**src/rtl/alu_seq_pkg.sv**
```systemverilog
// alu_seq_pkg: opcodes, FSM state encoding and op-class helper shared by the ALU files
package alu_seq_pkg;
    localparam logic [3:0] OP_AND  = 4'd0;
    localparam logic [3:0] OP_OR   = 4'd1;
    localparam logic [3:0] OP_NOT  = 4'd2;
    localparam logic [3:0] OP_NEG  = 4'd3;
    localparam logic [3:0] OP_ADD  = 4'd4;
    localparam logic [3:0] OP_SUB  = 4'd5;
    localparam logic [3:0] OP_MUL  = 4'd6;
    localparam logic [3:0] OP_DIV  = 4'd7;
    localparam logic [3:0] OP_SHR  = 4'd8;
    localparam logic [3:0] OP_SHRA = 4'd9;
    localparam logic [3:0] OP_SHL  = 4'd10;
    localparam logic [3:0] OP_ROR  = 4'd11;
    localparam logic [3:0] OP_ROL  = 4'd12;
    localparam logic [3:0] OP_INCB = 4'd13;
    localparam logic [3:0] OP_PASSA = 4'd14;
    localparam logic [3:0] OP_RSVD = 4'd15;

    typedef enum logic [1:0] {ST_IDLE, ST_ITER, ST_FIX} state_t;

    function automatic logic is_multi(input logic [3:0] op);
        return op == OP_MUL || op == OP_DIV;
    endfunction
endpackage

```
**src/rtl/alu_seq_if.sv**
```systemverilog
// alu_seq_if: start/ready/done request bus between the control unit and the ALU
interface alu_seq_if #(parameter int WIDTH = 32);
    logic                   start;
    logic [3:0]             op;
    logic [WIDTH-1:0]       a;
    logic [WIDTH-1:0]       b;
    logic                   ready;
    logic                   done;
    logic [2*WIDTH-1:0]     result;
    logic                   flag_z;
    logic                   flag_n;
    logic                   flag_c;
    logic                   flag_v;
    logic                   flag_dbz;

    modport master (
        output start, op, a, b,
        input  ready, done, result, flag_z, flag_n, flag_c, flag_v, flag_dbz
    );
    modport slave (
        input  start, op, a, b,
        output ready, done, result, flag_z, flag_n, flag_c, flag_v, flag_dbz
    );
endinterface

```
**src/rtl/alu_seq_muldiv.sv**
```systemverilog
// alu_seq_muldiv: iterative Booth radix-2 multiplier and non-restoring divider on one shared adder
module alu_seq_muldiv #(parameter int WIDTH = 32) (
    input  logic             i_clock,
    input  logic             i_clear_n,
    input  logic             i_load,
    input  logic             i_div,
    input  logic             i_step,
    input  logic [WIDTH-1:0] i_a,
    input  logic [WIDTH-1:0] i_b,
    output logic             o_last,
    output logic             o_n,
    output logic             o_v,
    output logic             o_dbz,
    output logic [WIDTH-1:0] o_hi,
    output logic [WIDTH-1:0] o_lo
);
    localparam int SHW = $clog2(WIDTH);

    logic             r_div;
    logic             r_q1;
    logic [WIDTH-1:0] r_a;
    logic [WIDTH-1:0] r_b;
    logic [WIDTH-1:0] r_q;
    logic [WIDTH:0]   r_acc;
    logic [SHW-1:0]   r_cnt;
    logic [WIDTH-1:0] w_a_mag;
    logic [WIDTH-1:0] w_d;
    logic [WIDTH-1:0] w_rem;
    logic [WIDTH:0]   w_op;
    logic [WIDTH:0]   w_x;
    logic [WIDTH:0]   w_sum;
    logic [WIDTH:0]   w_mac;
    logic             w_sub;

    assign w_a_mag = i_a[WIDTH-1] ? -i_a : i_a;
    assign w_d     = r_b[WIDTH-1] ? -r_b : r_b;
    // Divide works on magnitudes; the partial remainder shifts in the next dividend bit
    assign w_op  = r_div ? {r_acc[WIDTH-1:0], r_q[WIDTH-1]} : r_acc;
    assign w_x   = r_div ? {1'b0, w_d} : {r_a[WIDTH-1], r_a};
    assign w_sub = r_div ? ~r_acc[WIDTH] : (r_q[0] & ~r_q1);
    assign w_sum = w_op + (w_sub ? ~w_x : w_x) + {{WIDTH{1'b0}}, w_sub};
    assign w_mac = (r_q[0] ^ r_q1) ? w_sum : r_acc;
    assign o_last = &r_cnt;

    assign w_rem = r_acc[WIDTH] ? r_acc[WIDTH-1:0] + w_d : r_acc[WIDTH-1:0];
    assign o_dbz = r_div && r_b == '0;
    assign o_v   = r_div && r_a == {1'b1, {(WIDTH-1){1'b0}}} && &r_b;
    assign o_lo  = !r_div ? r_q : o_dbz ? '1 : (r_a[WIDTH-1] ^ r_b[WIDTH-1]) ? -r_q : r_q;
    assign o_hi  = !r_div ? r_acc[WIDTH-1:0] : o_dbz ? r_a : r_a[WIDTH-1] ? -w_rem : w_rem;
    assign o_n   = r_div ? o_lo[WIDTH-1] : o_hi[WIDTH-1];

    always_ff @(posedge i_clock or negedge i_clear_n) begin
        if (!i_clear_n) begin
            r_div <= 1'b0;
            r_q1  <= 1'b0;
            r_a   <= '0;
            r_b   <= '0;
            r_q   <= '0;
            r_acc <= '0;
            r_cnt <= '0;
        end else if (i_load) begin
            r_div <= i_div;
            r_q1  <= 1'b0;
            r_a   <= i_a;
            r_b   <= i_b;
            r_q   <= i_div ? w_a_mag : i_b;
            r_acc <= '0;
            r_cnt <= '0;
        end else if (i_step) begin
            r_cnt <= r_cnt + SHW'(1);
            r_acc <= r_div ? w_sum : {w_mac[WIDTH], w_mac[WIDTH:1]};
            r_q   <= r_div ? {r_q[WIDTH-2:0], ~w_sum[WIDTH]} : {w_mac[0], r_q[WIDTH-1:1]};
            r_q1  <= r_q[0];
        end
    end
endmodule

```
**src/rtl/alu_seq.sv**
```systemverilog
// alu_seq: multi-cycle ALU with single-cycle logic/arith/shift ops and iterative MUL/DIV
module alu_seq import alu_seq_pkg::*; #(parameter int WIDTH = 32) (
    input  logic     i_clock,
    input  logic     i_clear_n,
    alu_seq_if.slave bus
);
    localparam int SHW = $clog2(WIDTH);

    state_t             r_state;
    state_t             w_state_nx;
    logic               r_done;
    logic [2*WIDTH-1:0] r_result;
    logic               r_z;
    logic               r_n;
    logic               r_c;
    logic               r_v;
    logic               r_dbz;
    logic               w_accept;
    logic               w_md;
    logic               w_md_last;
    logic               w_md_n;
    logic               w_md_v;
    logic               w_md_dbz;
    logic [WIDTH-1:0]   w_md_hi;
    logic [WIDTH-1:0]   w_md_lo;
    logic [SHW-1:0]     w_sh;
    logic [SHW-1:0]     w_shn;
    logic [WIDTH:0]     w_add;
    logic [WIDTH:0]     w_sub;
    logic [WIDTH:0]     w_inc;
    logic [WIDTH-1:0]   w_neg;
    logic [WIDTH-1:0]   w_lo;
    logic               w_c;
    logic               w_v;

    assign w_md      = is_multi(bus.op);
    assign w_accept  = bus.start && bus.ready;
    assign bus.ready = r_state == ST_IDLE;
    assign bus.done  = r_done;
    assign bus.result = r_result;
    assign bus.flag_z = r_z;
    assign bus.flag_n = r_n;
    assign bus.flag_c = r_c;
    assign bus.flag_v = r_v;
    assign bus.flag_dbz = r_dbz;

    alu_seq_muldiv #(.WIDTH(WIDTH)) u_muldiv (
        .i_clock  (i_clock),
        .i_clear_n(i_clear_n),
        .i_load   (w_accept && w_md),
        .i_div    (bus.op == OP_DIV),
        .i_step   (r_state == ST_ITER),
        .i_a      (bus.a),
        .i_b      (bus.b),
        .o_last   (w_md_last),
        .o_n      (w_md_n),
        .o_v      (w_md_v),
        .o_dbz    (w_md_dbz),
        .o_hi     (w_md_hi),
        .o_lo     (w_md_lo)
    );

    // Rotates take the complementary amount modulo WIDTH so amount 0 needs no special case
    assign w_sh  = bus.b[SHW-1:0];
    assign w_shn = -w_sh;
    assign w_add = {1'b0, bus.a} + {1'b0, bus.b};
    assign w_sub = {1'b0, bus.a} + {1'b0, ~bus.b} + {{WIDTH{1'b0}}, 1'b1};
    assign w_inc = {1'b0, bus.b} + {{WIDTH{1'b0}}, 1'b1};
    assign w_neg = -bus.b;

    always_comb begin
        w_lo = '0;
        w_c  = 1'b0;
        w_v  = 1'b0;
        case (bus.op)
            OP_AND:   w_lo = bus.a & bus.b;
            OP_OR:    w_lo = bus.a | bus.b;
            OP_NOT:   w_lo = ~bus.b;
            OP_NEG: begin
                w_lo = w_neg;
                w_v  = bus.b[WIDTH-1] & w_neg[WIDTH-1];
            end
            OP_ADD: begin
                w_lo = w_add[WIDTH-1:0];
                w_c  = w_add[WIDTH];
                w_v  = (bus.a[WIDTH-1] == bus.b[WIDTH-1]) && (w_add[WIDTH-1] != bus.a[WIDTH-1]);
            end
            OP_SUB: begin
                w_lo = w_sub[WIDTH-1:0];
                w_c  = w_sub[WIDTH];
                w_v  = (bus.a[WIDTH-1] != bus.b[WIDTH-1]) && (w_sub[WIDTH-1] != bus.a[WIDTH-1]);
            end
            OP_SHR:   w_lo = bus.a >> w_sh;
            OP_SHRA:  w_lo = $signed(bus.a) >>> w_sh;
            OP_SHL:   w_lo = bus.a << w_sh;
            OP_ROR:   w_lo = (bus.a >> w_sh) | (bus.a << w_shn);
            OP_ROL:   w_lo = (bus.a << w_sh) | (bus.a >> w_shn);
            OP_INCB: begin
                w_lo = w_inc[WIDTH-1:0];
                w_c  = w_inc[WIDTH];
            end
            OP_PASSA: w_lo = bus.a;
            default:  w_lo = '0;
        endcase
    end

    always_comb begin
        w_state_nx = r_state;
        w_state_nx = r_state == ST_IDLE ? (w_accept && w_md ? ST_ITER : ST_IDLE) :
                     r_state == ST_ITER ? (w_md_last ? ST_FIX : ST_ITER) : ST_IDLE;
    end

    always_ff @(posedge i_clock or negedge i_clear_n) begin
        if (!i_clear_n) begin
            r_state <= ST_IDLE;
        end else begin
            r_state <= w_state_nx;
        end
    end

    always_ff @(posedge i_clock or negedge i_clear_n) begin
        if (!i_clear_n) begin
            r_done   <= 1'b0;
            r_result <= '0;
            r_z      <= 1'b0;
            r_n      <= 1'b0;
            r_c      <= 1'b0;
            r_v      <= 1'b0;
            r_dbz    <= 1'b0;
        end else if (r_state == ST_FIX) begin
            r_done   <= 1'b1;
            r_result <= {w_md_hi, w_md_lo};
            r_z      <= w_md_lo == '0;
            r_n      <= w_md_n;
            r_c      <= 1'b0;
            r_v      <= w_md_v;
            r_dbz    <= w_md_dbz;
        end else if (w_accept && !w_md) begin
            r_done   <= 1'b1;
            r_result <= {{WIDTH{1'b0}}, w_lo};
            r_z      <= w_lo == '0;
            r_n      <= w_lo[WIDTH-1];
            r_c      <= w_c;
            r_v      <= w_v;
            r_dbz    <= 1'b0;
        end else begin
            r_done   <= 1'b0;
        end
    end
endmodule

```
**src/flat_wrapper.sv**
```systemverilog
// flat-port wrapper written by rule: the top's interface ports become plain ports
module alu_seq_flat import alu_seq_pkg::*;
#(parameter int WIDTH = 32)
  (i_clock, i_clear_n, bus_start, bus_op, bus_a, bus_b, bus_ready, bus_done, bus_result, bus_flag_z, bus_flag_n, bus_flag_c, bus_flag_v, bus_flag_dbz);
  alu_seq_if #(.WIDTH(WIDTH)) bus_i ();
  input  logic i_clock;
  input  logic i_clear_n;
  input wire logic [$bits(bus_i.start)-1:0] bus_start;
  input wire logic [$bits(bus_i.op)-1:0] bus_op;
  input wire logic [$bits(bus_i.a)-1:0] bus_a;
  input wire logic [$bits(bus_i.b)-1:0] bus_b;
  output wire logic [$bits(bus_i.ready)-1:0] bus_ready;
  output wire logic [$bits(bus_i.done)-1:0] bus_done;
  output wire logic [$bits(bus_i.result)-1:0] bus_result;
  output wire logic [$bits(bus_i.flag_z)-1:0] bus_flag_z;
  output wire logic [$bits(bus_i.flag_n)-1:0] bus_flag_n;
  output wire logic [$bits(bus_i.flag_c)-1:0] bus_flag_c;
  output wire logic [$bits(bus_i.flag_v)-1:0] bus_flag_v;
  output wire logic [$bits(bus_i.flag_dbz)-1:0] bus_flag_dbz;
  assign bus_i.start = bus_start;
  assign bus_i.op = bus_op;
  assign bus_i.a = bus_a;
  assign bus_i.b = bus_b;
  assign bus_ready = bus_i.ready;
  assign bus_done = bus_i.done;
  assign bus_result = bus_i.result;
  assign bus_flag_z = bus_i.flag_z;
  assign bus_flag_n = bus_i.flag_n;
  assign bus_flag_c = bus_i.flag_c;
  assign bus_flag_v = bus_i.flag_v;
  assign bus_flag_dbz = bus_i.flag_dbz;
  alu_seq #(.WIDTH(WIDTH)) u_core (.i_clock(i_clock), .i_clear_n(i_clear_n), .bus(bus_i));
endmodule
```
**config.mk**
```make
export PLATFORM = sky130hd
export DESIGN_NAME = alu_seq_flat
export DESIGN_NICKNAME = d
export VERILOG_FILES = /design/src/rtl/alu_seq_pkg.sv /design/src/rtl/alu_seq_if.sv /design/src/rtl/alu_seq_muldiv.sv /design/src/rtl/alu_seq.sv /design/src/flat_wrapper.sv
export SDC_FILE = /design/constraint.sdc
export NUM_CORES = 2
export LEC_CHECK = 0
export ABC_CLOCK_PERIOD_IN_PS = 10000
export CAP_MARGIN = 5
export CORE_ASPECT_RATIO = 1.5
export CORE_MARGIN = 2
export CORE_UTILIZATION = 49
export CTS_BUF_LIST = sky130_fd_sc_hd__clkbuf_2
export DETAILED_ROUTE_END_ITERATION = 6
export HOLD_SLACK_MARGIN = 0.1
export PLACE_DENSITY = 0.73
export SLEW_MARGIN = 20
export SYNTH_ARGS = -nofsm -noshare
export SYNTH_HDL_FRONTEND = slang
export SYNTH_SLANG_ARGS = --single-unit
```
**constraint.sdc**
```tcl
create_clock -name i_clock -period 10 [get_ports i_clock]
set_input_delay 3 -clock i_clock [delete_from_list [all_inputs] [get_ports i_clock]]
set_output_delay 3 -clock i_clock [all_outputs]
set_load 0.05 [all_outputs]
```
==> load_flow_metrics.sql <==
INSERT INTO impl_metrics (metric_group, metric, value, unit) VALUES
('run_status', 'violated_checks', 'design-rule violations', ''),
('die', 'io_pins', '142', ''),
('worst_setup_path', 'ff2ff_path_depth', '21', ''),
('power_and_ir_drop', 'power.net_switching', '0.007278', 'W'),
('global_route', 'first_global_vias', '38630', ''),
('power_and_ir_drop', 'powerDensity', '348.5', 'nW/um2'),
('min_path', 'hold_class', 'reg2reg', ''),
('detailed_routing', 'met1Wirelength', '60.10', 'mm'),
('logic_synthesis', 'synthArstFlopShare', '100.0', '%'),
('detailed_routing', 'vias', '40120', ''),
('global_route', 'grt_max_degree', '173', ''),
('logic_synthesis', 'ys_warn_count', '0', ''),
('worst_setup_path', 'start_kind', 'input pin', ''),
('worst_setup_path', 'rrSetupSlack', '2.91', 'ns'),
('worst_setup_path', 'worst_ep_arrival_time', '8.73', 'ns'),
('placement', 'placedInstanceArea', '35330', 'um2'),
('logic_synthesis', 'synth_seq_area_share', '15.79', '%'),
('global_route', 'globalRoute.totalOverflow', '0', ''),
('finish', 'area_growth_syn_to_layout', '9.267', '%'),
('worst_setup_path', 'setup.worst_path.end', 'u_core.bus.flag_z$_DFFE_PN0P_', ''),
('global_route', 'grt_util_all_layers', '56.60', '%'),
('logic_synthesis', 'synth_cell_type_count', '108', ''),
('logic_synthesis', 'synth.mux.area_fraction', '15.20', '%'),
('logic_synthesis', 'synth_edf_count', '0', ''),
('run_status', 'status', 'finished with violations', ''),
('power_and_ir_drop', 'power_leakage', '14.52', 'nW'),
('cts', 'clockRootBuffer', 'clkbuf_2', ''),
('detailed_routing', 'maxUsedRoutingLayer', 'met5', ''),
('detailed_routing', 'wl_met3', '21.04', 'mm'),
('worst_setup_path', 'critical_path.reg2reg.endpoint', 'u_core.bus.result[60]$_DFFE_PN0P_', ''),
('timing', 'slew-limit-headroom', '10.69', '%'),
('die', 'fp.dieH', '321.6', 'um'),
('detailed_routing', 'antenna_left', '0', ''),
('detailed_routing', 'dr.first_iter.drc_count', '5997', ''),
('timing', 'achievable-frequency', '129.5', 'MHz'),
('flow_run', 'max_cap_viol_count', '0', ''),
('die', 'initial_core_util', '49.47', '%'),
('cts', 'clk_latency', '1.08', 'ns'),
('power_and_ir_drop', 'power_report.internal_total', '0.005271', 'W'),
('worst_setup_path', 'crit_path_launch', 'bus_b[0]', ''),
('detailed_routing', 'drc_markers', '18', ''),
('power_and_ir_drop', 'post-layout-total-power', '0.01255', 'W'),
('timing', 'finalWorstPathRequiredPeriod', '7.724', 'ns'),
('power_and_ir_drop', 'p_clk_share', '4.9', '%'),
('finish', 'drive_gt1_share', '12.26', '%'),
('die', 'chipWidth', '215.8', 'um'),
('logic_synthesis', 'postSynthAreaPerCell', '7.591', 'um2'),
('cts', 'cts_made_buffers', '49', ''),
('cts', 'tritoncts', 'built', ''),
('logic_synthesis', 'compound_gate_portion_of_the_synthesized_area', '28.06', '%'),
('global_route', 'first_pass_grt_wire_length', '285.5', 'mm'),
('placement', 'place.gp.congestion', '1.198', ''),
('placement', 'pre_cts_slack', '1.662', 'ns'),
('detailed_routing', 'dr_wl_met2', '86.35', 'mm'),
('timing', 'setup_viol', '0', ''),
('detailed_routing', 'wl_per_cell', '37.20', 'um'),
('logic_synthesis', 'combinational_family_with_the_most_area_after_synthesis', 'compound AO/OA/AOI/OAI gates', ''),
('worst_setup_path', 'setup.worst_path.class', 'in2reg', ''),
('logic_synthesis', 'synthCells', '4342', ''),
('logic_synthesis', 'synth-xor-area-share', '6.643', '%'),
('cts', 'path_clk_slew', '0.19', 'ns'),
('power_and_ir_drop', 'share_comb_of_total_power', '80.8', '%'),
('timing', 'timing_max_transition_violations_final', '0', ''),
('finish', 'finish.net_count', '4591', ''),
('global_route', 'antenna_violations_before_repair', '19', ''),
('power_and_ir_drop', 'seqPwrFrac', '14.3', '%'),
('power_and_ir_drop', 'max-vdd-ir-drop', '295.7', 'uV'),
('timing', 'timing_hold_violations_final', '0', ''),
('placement', 'dpl.hpwl', '149.5', 'mm'),
('logic_synthesis', 'synthFlopType', 'dfrtp_1', ''),
('timing', 'hold-worst-slack', '0.4870', 'ns');
-- state kept, by name, indices dropped and copies added (netlist names), 2 cells and up --
name	count
u_core.bus.result	64
u_core.u_muldiv.r_acc	33
u_core.u_muldiv.r_a	32
u_core.u_muldiv.r_b	32
u_core.u_muldiv.r_q	32
u_core.u_muldiv.r_cnt	5
u_core.r_state	2
-- cells in the mapped netlist, types with 38 or more instances --
| library cell | instances | area [um2] |
|---|---|---|
| a21o_1 | 55 | 412.9 |
| o31ai_1 | 54 | 405.4 |
| ha_1 | 174 | 2177 |
| dfrtp_1 | 208 | 5205 |
| nor2_1 | 344 | 1291 |
| nor4_1 | 64 | 400.4 |
| mux4_2 | 81 | 1824 |
| o21ai_0 | 367 | 1837 |
| clkbuf_1 | 276 | 1036 |
| nand4_1 | 58 | 362.9 |
| o22ai_1 | 40 | 250.2 |
| inv_1 | 138 | 518.0 |
| nor2b_1 | 39 | 244.0 |
| mux2i_1 | 218 | 2182 |
| or3_1 | 39 | 244.0 |
| nand2_1 | 431 | 1618 |
| xnor2_1 | 200 | 1752 |
| xor2_1 | 50 | 437.9 |
| mux2_2 | 89 | 1002 |
| nor3_1 | 120 | 600.6 |
| a211oi_1 | 61 | 457.9 |
| buf_1 | 38 | 142.6 |
| o211ai_1 | 57 | 427.9 |
| buf_2 | 40 | 200.2 |
| a221oi_1 | 50 | 437.9 |
| nand3_1 | 133 | 665.6 |
| a21oi_1 | 254 | 1271 |
| a31oi_1 | 40 | 250.2 |
-- layout make-up --
type / instances / area, um2
flip-flops and latches: 208 / 5210
clock inverters: 24 / 135.1
multi-input cells: 3616 / 25850
fillers: 6492 / 30610
clock buffers: 64 / 320.3
repair buffers: 319 / 2785
diodes: 18 / 45.04
well taps: 885 / 1107
inverters: 148 / 555.5
-- per-layer routing --
layer	global-route usage [%]	vias up
met5	1.064	-
met2	86.81	3309
met1	55.63	18930
met3	21.06	1503
li1	-	16370
met4	64.00	4
-- how the worst min path moves through the flow --
stage	startpoint	to	slack [ns]	cells after the start
floorplan	u_core.u_muldiv.r_q1$_DFFE_PN0P_	u_core.u_muldiv.r_q1$_DFFE_PN0P_	0.47	2
global placement	u_core.bus.result[1]$_DFFE_PN0P_	u_core.bus.result[1]$_DFFE_PN0P_	0.46	1
detailed placement	u_core.bus.result[12]$_DFFE_PN0P_	u_core.bus.result[12]$_DFFE_PN0P_	0.47	1
CTS	u_core.bus.result[12]$_DFFE_PN0P_	u_core.bus.result[12]$_DFFE_PN0P_	0.49	1
global route	u_core.bus.result[12]$_DFFE_PN0P_	u_core.bus.result[12]$_DFFE_PN0P_	0.51	1
finish	u_core.bus.result[33]$_DFFE_PN0P_	u_core.bus.result[33]$_DFFE_PN0P_	0.49	2
-- per-stage QoR --
| step | cells | utilization (%) |
|---|---|---|
| finish | 5282 | 54.06 |
| global route | 5266 | 54.00 |
| CTS | 5257 | 53.72 |
| detailed placement | 5169 | 53.04 |
| global placement | 5169 | 53.02 |
| floorplan | 4342 | - |
-- placed cells by master, fill, tap and decap left out, types with 50 or more instances in the layout --
cell type and n:
o31ai_1 53, nand4_1 58, ha_1 174, a21o_1 55, inv_1 137, mux4_2 81
buf_4 169, nand2_1 430, mux2i_1 215, xnor2_1 196, dfrtp_1 206, nor2_1 339
nand3_1 133, a21oi_1 254, a221oi_1 50, o211ai_1 57, mux2_2 89, clkdlybuf4s50_1 132
o21ai_0 364, a211oi_1 59, clkbuf_2 64, nor4_1 62, nor3_1 117
-- kinds of logic (layout without fill, tap and decap cells) --
group	after synthesis	in the layout
xor gates and xnor gates	250	250
AOI/OAI and AO/OA	1371	1371
muxes	388	388
adders and majority gates	178	178
and+or+nand+nor	1429	1429
other	0	18
buffers and inverters	518	555
DFF	208	208
-- power groups by stage --
stage | clock network (W) | logic (W) | registers (W)
4_1_cts | 0.000613 | 0.00972 | 0.00176
3_3_place_gp | 0 | 0.00950 | 0.00176
5_1_grt | 0.000656 | 0.0109 | 0.00183
3_5_place_dp | 0 | 0.00967 | 0.00177
6_report | 0.000615 | 0.0101 | 0.00180
2_1_floorplan | 0 | 0.00717 | 0.00176
-- critical path: stages --
cell	delay, ns
buf_6	0.48
buf_12	0.40
mux2_2	0.51
mux2i_1	0.60
nor3_2	0.23
nor4_1	0.82
nand4_1	0.31
nor3_1	0.38
nand3_1	0.12
nor4_1	0.70
nand4_1	0.42
nor4_1	0.41
nand2_1	0.09
o211ai_1	0.10
Power figures use the tool's default switching activity.
